$ cat config.mk
export PLATFORM = sky130hd
export DESIGN_NAME = verlet_stepper
export DESIGN_NICKNAME = d
export VERILOG_FILES = /design/src/rtl/verlet_pkg.sv /design/src/rtl/verlet_alu.sv /design/src/rtl/verlet_stepper.sv
export SDC_FILE = /design/constraint.sdc
export NUM_CORES = 1
export LEC_CHECK = 0
export CAP_MARGIN = 40
export CORE_UTILIZATION = 30
export DETAILED_ROUTE_END_ITERATION = 10
export GPL_TIMING_DRIVEN = 0
export SETUP_SLACK_MARGIN = 0.15
export SYNTH_ARGS = -nofsm -noshare
export SYNTH_HDL_FRONTEND = slang
export SYNTH_HIERARCHICAL = 1
export SYNTH_SLANG_ARGS = --single-unit
$ cat constraint.sdc
create_clock -name clk -period 11.6 [get_ports clk]
set_clock_uncertainty 0.05 [all_clocks]
set_input_delay 2.32 -clock clk [delete_from_list [all_inputs] [get_ports clk]]
set_output_delay 2.32 -clock clk [all_outputs]
set_load 0.005 [all_outputs]
$ cat src/rtl/verlet_pkg.sv
// Shared types and helpers for the Verlet position stepper.
package verlet_pkg;

  typedef enum logic [1:0] {IDLE, COMPUTE, EMIT, DONE} state_t;

  localparam int DEF_W = 16;

  // Clamp v into [lo, hi]; clamped reports whether the bound was applied.
  function automatic logic signed [31:0] sat_pos(
    input  logic signed [31:0] v,
    input  logic signed [31:0] lo,
    input  logic signed [31:0] hi,
    output logic               clamped
  );
    clamped = 1'b0;
    sat_pos = v;
    if (v < lo) begin
      sat_pos = lo;
      clamped = 1'b1;
    end else if (v > hi) begin
      sat_pos = hi;
      clamped = 1'b1;
    end
  endfunction

endpackage

$ cat src/rtl/verlet_alu.sv
// Single-axis Verlet update: next = sat(2*x - px + acc), with a clamp flag.
module verlet_alu
  import verlet_pkg::*;
#(
  parameter int W       = DEF_W,
  parameter int ACC     = 0,
  parameter int POS_MIN = -1000,
  parameter int POS_MAX = 1000
) (
  input  logic signed [W-1:0] x,
  input  logic signed [W-1:0] px,
  output logic signed [W-1:0] next,
  output logic                clamped
);

  localparam int EW = W + 3;
  localparam logic signed [EW-1:0] ACC_E = EW'(ACC);

  logic signed [EW-1:0] x_e;
  logic signed [EW-1:0] px_e;
  logic signed [EW-1:0] n;
  logic signed [31:0]   s;

  // Three guard bits cover 2*x - px + acc without wrap for any W-bit inputs.
  always_comb begin
    x_e  = EW'(x);
    px_e = EW'(px);
    n    = (x_e <<< 1) - px_e + ACC_E;
    s    = sat_pos(32'(n), POS_MIN, POS_MAX, clamped);
    next = W'(s);
  end

endmodule

$ cat src/rtl/verlet_stepper.sv
// Holds per-node current/previous positions, advances them one Verlet step per
// start, and streams each updated position over a valid/ready bus.
module verlet_stepper
  import verlet_pkg::*;
#(
  parameter int N_NODES = 4,
  parameter int W       = DEF_W,
  parameter int ACC_X   = 0,
  parameter int ACC_Y   = -1,
  parameter int POS_MIN = -1000,
  parameter int POS_MAX = 1000,
  localparam int IW     = (N_NODES > 1) ? $clog2(N_NODES) : 1
) (
  input  logic                clk,
  input  logic                rst,
  input  logic                load_valid,
  input  logic [IW-1:0]       load_idx,
  input  logic signed [W-1:0] load_x,
  input  logic signed [W-1:0] load_y,
  input  logic                start,
  output logic                busy,
  output logic                done,
  output logic                out_valid,
  input  logic                out_ready,
  output logic [IW-1:0]       out_idx,
  output logic signed [W-1:0] out_x,
  output logic signed [W-1:0] out_y
);

  localparam logic [IW:0]   N_LIM = (IW+1)'(N_NODES);
  localparam logic [IW-1:0] LAST  = IW'(N_NODES - 1);

  state_t state, state_n;
  logic [IW-1:0] idx;

  logic signed [W-1:0] x_mem  [N_NODES];
  logic signed [W-1:0] px_mem [N_NODES];
  logic signed [W-1:0] y_mem  [N_NODES];
  logic signed [W-1:0] py_mem [N_NODES];

  logic signed [W-1:0] nx, ny;
  logic                cx, cy;
  logic                load_ok;

  assign load_ok = load_valid && ({1'b0, load_idx} < N_LIM);

  verlet_alu #(.W(W), .ACC(ACC_X), .POS_MIN(POS_MIN), .POS_MAX(POS_MAX)) u_alu_x (
    .x(x_mem[idx]), .px(px_mem[idx]), .next(nx), .clamped(cx)
  );

  verlet_alu #(.W(W), .ACC(ACC_Y), .POS_MIN(POS_MIN), .POS_MAX(POS_MAX)) u_alu_y (
    .x(y_mem[idx]), .px(py_mem[idx]), .next(ny), .clamped(cy)
  );

  always_ff @(posedge clk) begin
    if (rst) state <= IDLE;
    else     state <= state_n;
  end

  always_comb begin
    state_n = state;
    case (state)
      IDLE:    if (start) state_n = COMPUTE;
      COMPUTE: state_n = EMIT;
      EMIT:    if (out_ready) state_n = (idx == LAST) ? DONE : COMPUTE;
      DONE:    state_n = IDLE;
      default: state_n = IDLE;
    endcase
  end

  assign busy      = (state != IDLE);
  assign done      = (state == DONE);
  assign out_valid = (state == EMIT);

  always_ff @(posedge clk) begin
    if (rst) begin
      idx     <= '0;
      out_idx <= '0;
      out_x   <= '0;
      out_y   <= '0;
      for (int i = 0; i < N_NODES; i++) begin
        x_mem[i]  <= '0;
        px_mem[i] <= '0;
        y_mem[i]  <= '0;
        py_mem[i] <= '0;
      end
    end else begin
      case (state)
        IDLE: begin
          // Loading x and px together gives the node zero velocity.
          if (load_ok) begin
            x_mem[load_idx]  <= load_x;
            px_mem[load_idx] <= load_x;
            y_mem[load_idx]  <= load_y;
            py_mem[load_idx] <= load_y;
          end
          if (start) idx <= '0;
        end
        COMPUTE: begin
          // A clamped axis gets px = x so the wall absorbs all velocity.
          x_mem[idx]  <= nx;
          px_mem[idx] <= cx ? nx : x_mem[idx];
          y_mem[idx]  <= ny;
          py_mem[idx] <= cy ? ny : y_mem[idx];
          out_idx     <= idx;
          out_x       <= nx;
          out_y       <= ny;
        end
        EMIT: if (out_ready && idx != LAST) idx <= idx + 1'b1;
        default: ;
      endcase
    end
  end

endmodule

---- Word level (Yosys, flattened, before mapping) ----
Memory sizes are Yosys's and may differ from the RTL's. A register that Yosys moved wholly into a read port is not among the register bits.
Index checks and enable logic that the tools add are counted.
word-level totals
  output and inout bits ................... 37
  bits in registers ....................... 38
  bits of input ports ..................... 39
  ROM bits ................................ 0
  logic and storage cells ................. 97
  memories ................................ 4
  latch bits .............................. 0
  memory bits (writable) .................. 256
cells by class
  shift-type cells ........................ 0
  add/subtract/negate cells ............... 4
  magnitude comparators ................... 4
  div/mod/pow operators ................... 0
  reduce and logical (&&, ||, !) cells .... 14
  equal/unequal tests ..................... 8
  bitwise operators ....................... 0
  $mul .................................... 0
  mux-type cells .......................... 58
memories
  name    words  bits a word  read ports  clocked after Yosys merged registers in  wr ports  RTL line              text
  px_mem  4      16           1           1                                        4         verlet_stepper.sv:37  logic signed [W-1:0] px_mem [N_NODES];
  py_mem  4      16           1           1                                        4         verlet_stepper.sv:39  logic signed [W-1:0] py_mem [N_NODES];
  x_mem   4      16           1           1                                        4         verlet_stepper.sv:36  logic signed [W-1:0] x_mem [N_NODES];
  y_mem   4      16           1           1                                        4         verlet_stepper.sv:38  logic signed [W-1:0] y_mem [N_NODES];
operators with widths
  kind                                                                     number
  16-bit 2-to-1 mux                                                        14
  16-bit OR reduction                                                      8
  2-bit 2-to-1 mux                                                         21
  17-bit by 16-bit subtractor with 18-bit output                           2
  1-bit 2-to-1 mux                                                         21
  18-bit by 1-bit adder with 19-bit output, second input constant          1
  19-bit by 11-bit > comparator with 1-bit output, second input constant   1
  19-bit by 11-bit < comparator with 1-bit output, second input constant   1
  18-bit by 11-bit > comparator with 1-bit output, second input constant   1
  18-bit by 11-bit < comparator with 1-bit output, second input constant   1
  2-bit case mux with 4 select lines                                       1
  2-bit == test, second input constant                                     3
  2-bit by 1-bit inequality test with 1-bit output, second input constant  2
  2-bit inequality test, second input constant                             2
  2-bit case mux with 2 select lines                                       1
  2-bit nonzero test                                                       2
  3-bit AND reduction                                                      1
  2-bit by 1-bit adder with 2-bit output, second input constant            1
  2-bit by 1-bit == test with 1-bit output, second input constant          1
  2-bit zero test                                                          1
  2-bit AND reduction                                                      1
  1-bit logical AND                                                        1

---- Depth between registers and ports, before layout ----
  word-level depth ........................ 7
  mapped depth ............................ 24
  depth with buffers taken out ............ 16

---- By module ----
The synthesis kept the hierarchy.
modules (own cells, without submodules)
  module                 times used  seq. area each (µm²)  cells each  area each (µm²)
  verlet_stepper         1           8,488.1               1,056       13,660.6
  verlet_alu at u_alu_y  1           0.0                   206         1,496.4
  verlet_alu at u_alu_x  1           0.0                   175         1,261.2

---- Worst setup path before layout ----
Ideal clock, no wire load.
  kind .................................... input to register
  start ................................... input rst
  end ..................................... memory px_mem[3][0] in the netlist's numbering (enable)
  data arrival time ....................... 5.361 ns
  cell stages on the path ................. 4
  setup slack ............................. 5.703 ns
  library setup time ...................... 0.486 ns
  buffers on the path ..................... 1
  cell sequence ........................... or2_2 -> clkbuf_1 -> a21oi_2 -> nor2_1
RTL lines
  item             RTL line              text
  start, declared  verlet_stepper.sv:15  input logic rst,
  end, declared    verlet_stepper.sv:37

==> flow_summary.yaml <==
run_status:
  status: "completed"
detailed_routing:
  antenna_left: 0
  wl_per_cell_um: 21.42
  drc: 0
  drtIter0Drc: 1108
  routed_wl_um: 48800
  dr.pass1.iters: 6
  num_vias: 11910
  via_per_inst: 5.226
cts:
  cts_tree: "built"
  clock-sinks: 296
  clk_pin_slew_ps: 60
  max-clock-path-buffers: 3
  cts_root_buffer: "clkbuf_16"
  clk_latency_ps: 540
  cts_max_level: 2
  cts-hold-fix-buffers: 0
  numCtsBuffers: 34
  cts_setup_buffers: 0
  ctsResizeCount: 0
cells_and_area:
  finalNetCount: 1630
  final_common_cell: "edfxtp_1"
  n_antenna_cell: 0
  area_growth_pct: 18.08
  final_cell_mix: "edfxtp_1 (256), nor2_1 (217), inv_1 (138)"
  fillers: 5286
  drive_gt1_share_pct: 18.58
worst_hold_path:
  worst_hold_startpoint: "out_y[7]"
  hold_class: "reg2reg"
worst_setup_path:
  cp_max_fo: 10
  critPathRequiredTime_ps: 11810
  crit_type: "reg2reg"
  cp_cell_sequence: "buf_2 > buf_2 > buf_2 > buf_2 > mux4_2 > inv_1 > ha_1 > fa_1 > a21o_1 > a221oi_4 > mux2i_1 > or3_1 > a2111oi_2 > nand4_1 > buf_2 > and2_1 > buf_2 > nor2b_1 > clkbuf_1 > buf_2 > nand2_1 > a22oi_2 > nor2_1"
  arrival_ps: 7230
  slowest_delay_ps: 480
  startpoint_type: "flip-flop"
  end_kind: "flip-flop"
  crit_slowest_cell: "a221oi_4"
  critical-path-top-delay-family: "buffers and inverters"
  crit_top_cell: "buf_2"
  critical_path_buf_inv_count: 9
synth:
  yosysWarnings: 6
  ys_async_sr_fraction_pct: 0
  syn_inst: 1437
  ys_types: 93
  syn_area_mm2: 0.01642
  seq_area_frac_synth_pct: 51.70
  synthFlopType: "edfxtp_1"
  syn_nets: 1511
  synth_seq_cells: 296
  synth-edff-count: 256
  avgSynthCellArea_um2: 11.43
global_route:
  grt_first_pass_wirelength_um: 73860
  antenna_found_initial: 0
  overflow: 0
  grtUsageTotal_pct: 17.41
  grt_pass1_vias: 12210
  grt_start_max_net_pins: 49
power:
  p_per_area_mw_per_mm2: 146.5
  power_leakage_nw: 7.169
  p_total_mw: 2.841
  peakVddDrop_mv: 0.1063
floorplan:
  die-area_mm2: 0.05567
  die_h_um: 235.9
  rows: 85
  start_util_pct: 30.45
  core_area_mm2: 0.05392
  ios: 76
  fp.dieW_um: 235.9
timing:
  rsz0062_at_grt: "false"
  clock.fmax_mhz: 142.6
  hold_viol: 0
  slew_headroom_pct: 40.69
  tightestPinTransition_ps: 889.6
  final_max_slew_viol_count: 0
  fin_crit_sh_pct: 60.47
  tns_ps: 0
  finalSetupViolations: 0
  timing.final.crit_period_ps: 7014
place:
  place_congestion: 0.9037
  hpwl_um: 34130
  portBuffers: 75
job:
  maxCapViolCount: 0
-- cell usage after synthesis, drive strengths merged (10+ instances only) --
master  count  share of area, %
buf        71               2.6
xor2       11              0.59
edfxtp    256                47
nor2b      16              0.61
clkbuf     17              0.39
a221oi     34               3.2
and3       10              0.41
nand2      76               1.8
mux4       32               4.4
nand2b     17              0.69
inv       139               3.2
mux2i     100               6.1
o21ai      56               1.8
a21oi      34               1.1
a21o       17              0.78
a22oi      66               3.9
dfxtp      40               4.9
or2        35               1.3
nor2      220               5.1
ha         33               2.5
-- per-layer routing --
metal	vias up	track usage, %	wire (um)
met5	-	0	0
met4	0	4.437	976
met3	65	2.703	3470
met2	479	29.69	23280
met1	5898	22.94	21070
li1	5463	-	-
-- flip-flops by register name (all words and copies together) (netlist names), named ones only --
signal and count:
px_mem 64, py_mem 64, x_mem 64, y_mem 64
out_x 16, out_y 16, idx 2, out_idx 2
state 2
-- path summary, 6_finish.rpt --
path	cells after the start	slack (ps)	end
max	23	4590	py_mem[2][12]
min	2	410	out_y[7]
max reg2reg	23	4590	py_mem[2][12]
min reg2reg	2	410	out_y[7]
-- logic make-up (layout without fill, tap and decap cells) --
family	count (synthesis)	after routing	share of synthesized area (%)
simple gates	433	433	12.48
mux	132	132	10.49
compound gates	294	294	15.36
fa+ha+maj	35	35	2.759
buf+inv	227	372	6.158
xor+xnor	20	20	1.067
flops	296	296	51.70
-- worst reg2reg max path, stage by stage (launching register included) --
cell       delay [ps]
dfxtp_1           310
buf_2             210
buf_2             390
buf_2             400
buf_2             390
mux4_2            260
inv_1              70
ha_1              250
fa_1              460
a21o_1            250
a221oi_4          490
mux2i_1           180
or3_1             400
a2111oi_2         480
nand4_1           230
buf_2             250
and2_1            150
buf_2             220
nor2b_1           140
clkbuf_1          370
buf_2             350
nand2_1           120
a22oi_2           250
nor2_1             90
-- per-stage QoR --
step / setup slack (ps) / std cells / instance area (um2) / utilization, % / hold WS, ps
final: 4586 / 2278 / 19390 / 35.95 / 405.5
after global routing: 4245 / 2278 / 19390 / 35.95 / 438.4
after CTS: 4558 / 2278 / 19390 / 35.95 / 410.3
after detailed placement: 4598 / 2216 / 18260 / 33.86 / 395.7
after global placement: 2116 / 2208 / 18040 / 33.46 / 391.8
after floorplan: 5703 / 1437 / 16420 / - / 398.7
-- power by group --
| group | total (mW) | leakage [nW] | switching, mW | internal (mW) |
|---|---|---|---|---|
| Clock | 1.10 | 0.546 | 0.449 | 0.652 |
| Combinational | 0.485 | 3.64 | 0.306 | 0.179 |
| Sequential | 1.26 | 2.99 | 0.0207 | 1.23 |
-- final cells by class --
class / instances / area [um2] / area share, %
Buffer: 88 / 486.7 / 2.511
Tap cell: 696 / 870.8 / 4.492
Clock inverter: 12 / 157.7 / 0.8132
Sequential cell: 296 / 8488 / 43.78
Multi-Input combinational cell: 914 / 6949 / 35.85
Clock buffer: 50 / 970.9 / 5.008
Inverter: 139 / 524.3 / 2.704
Timing Repair Buffer: 83 / 938.4 / 4.841
(Power assumes the default switching activity.)
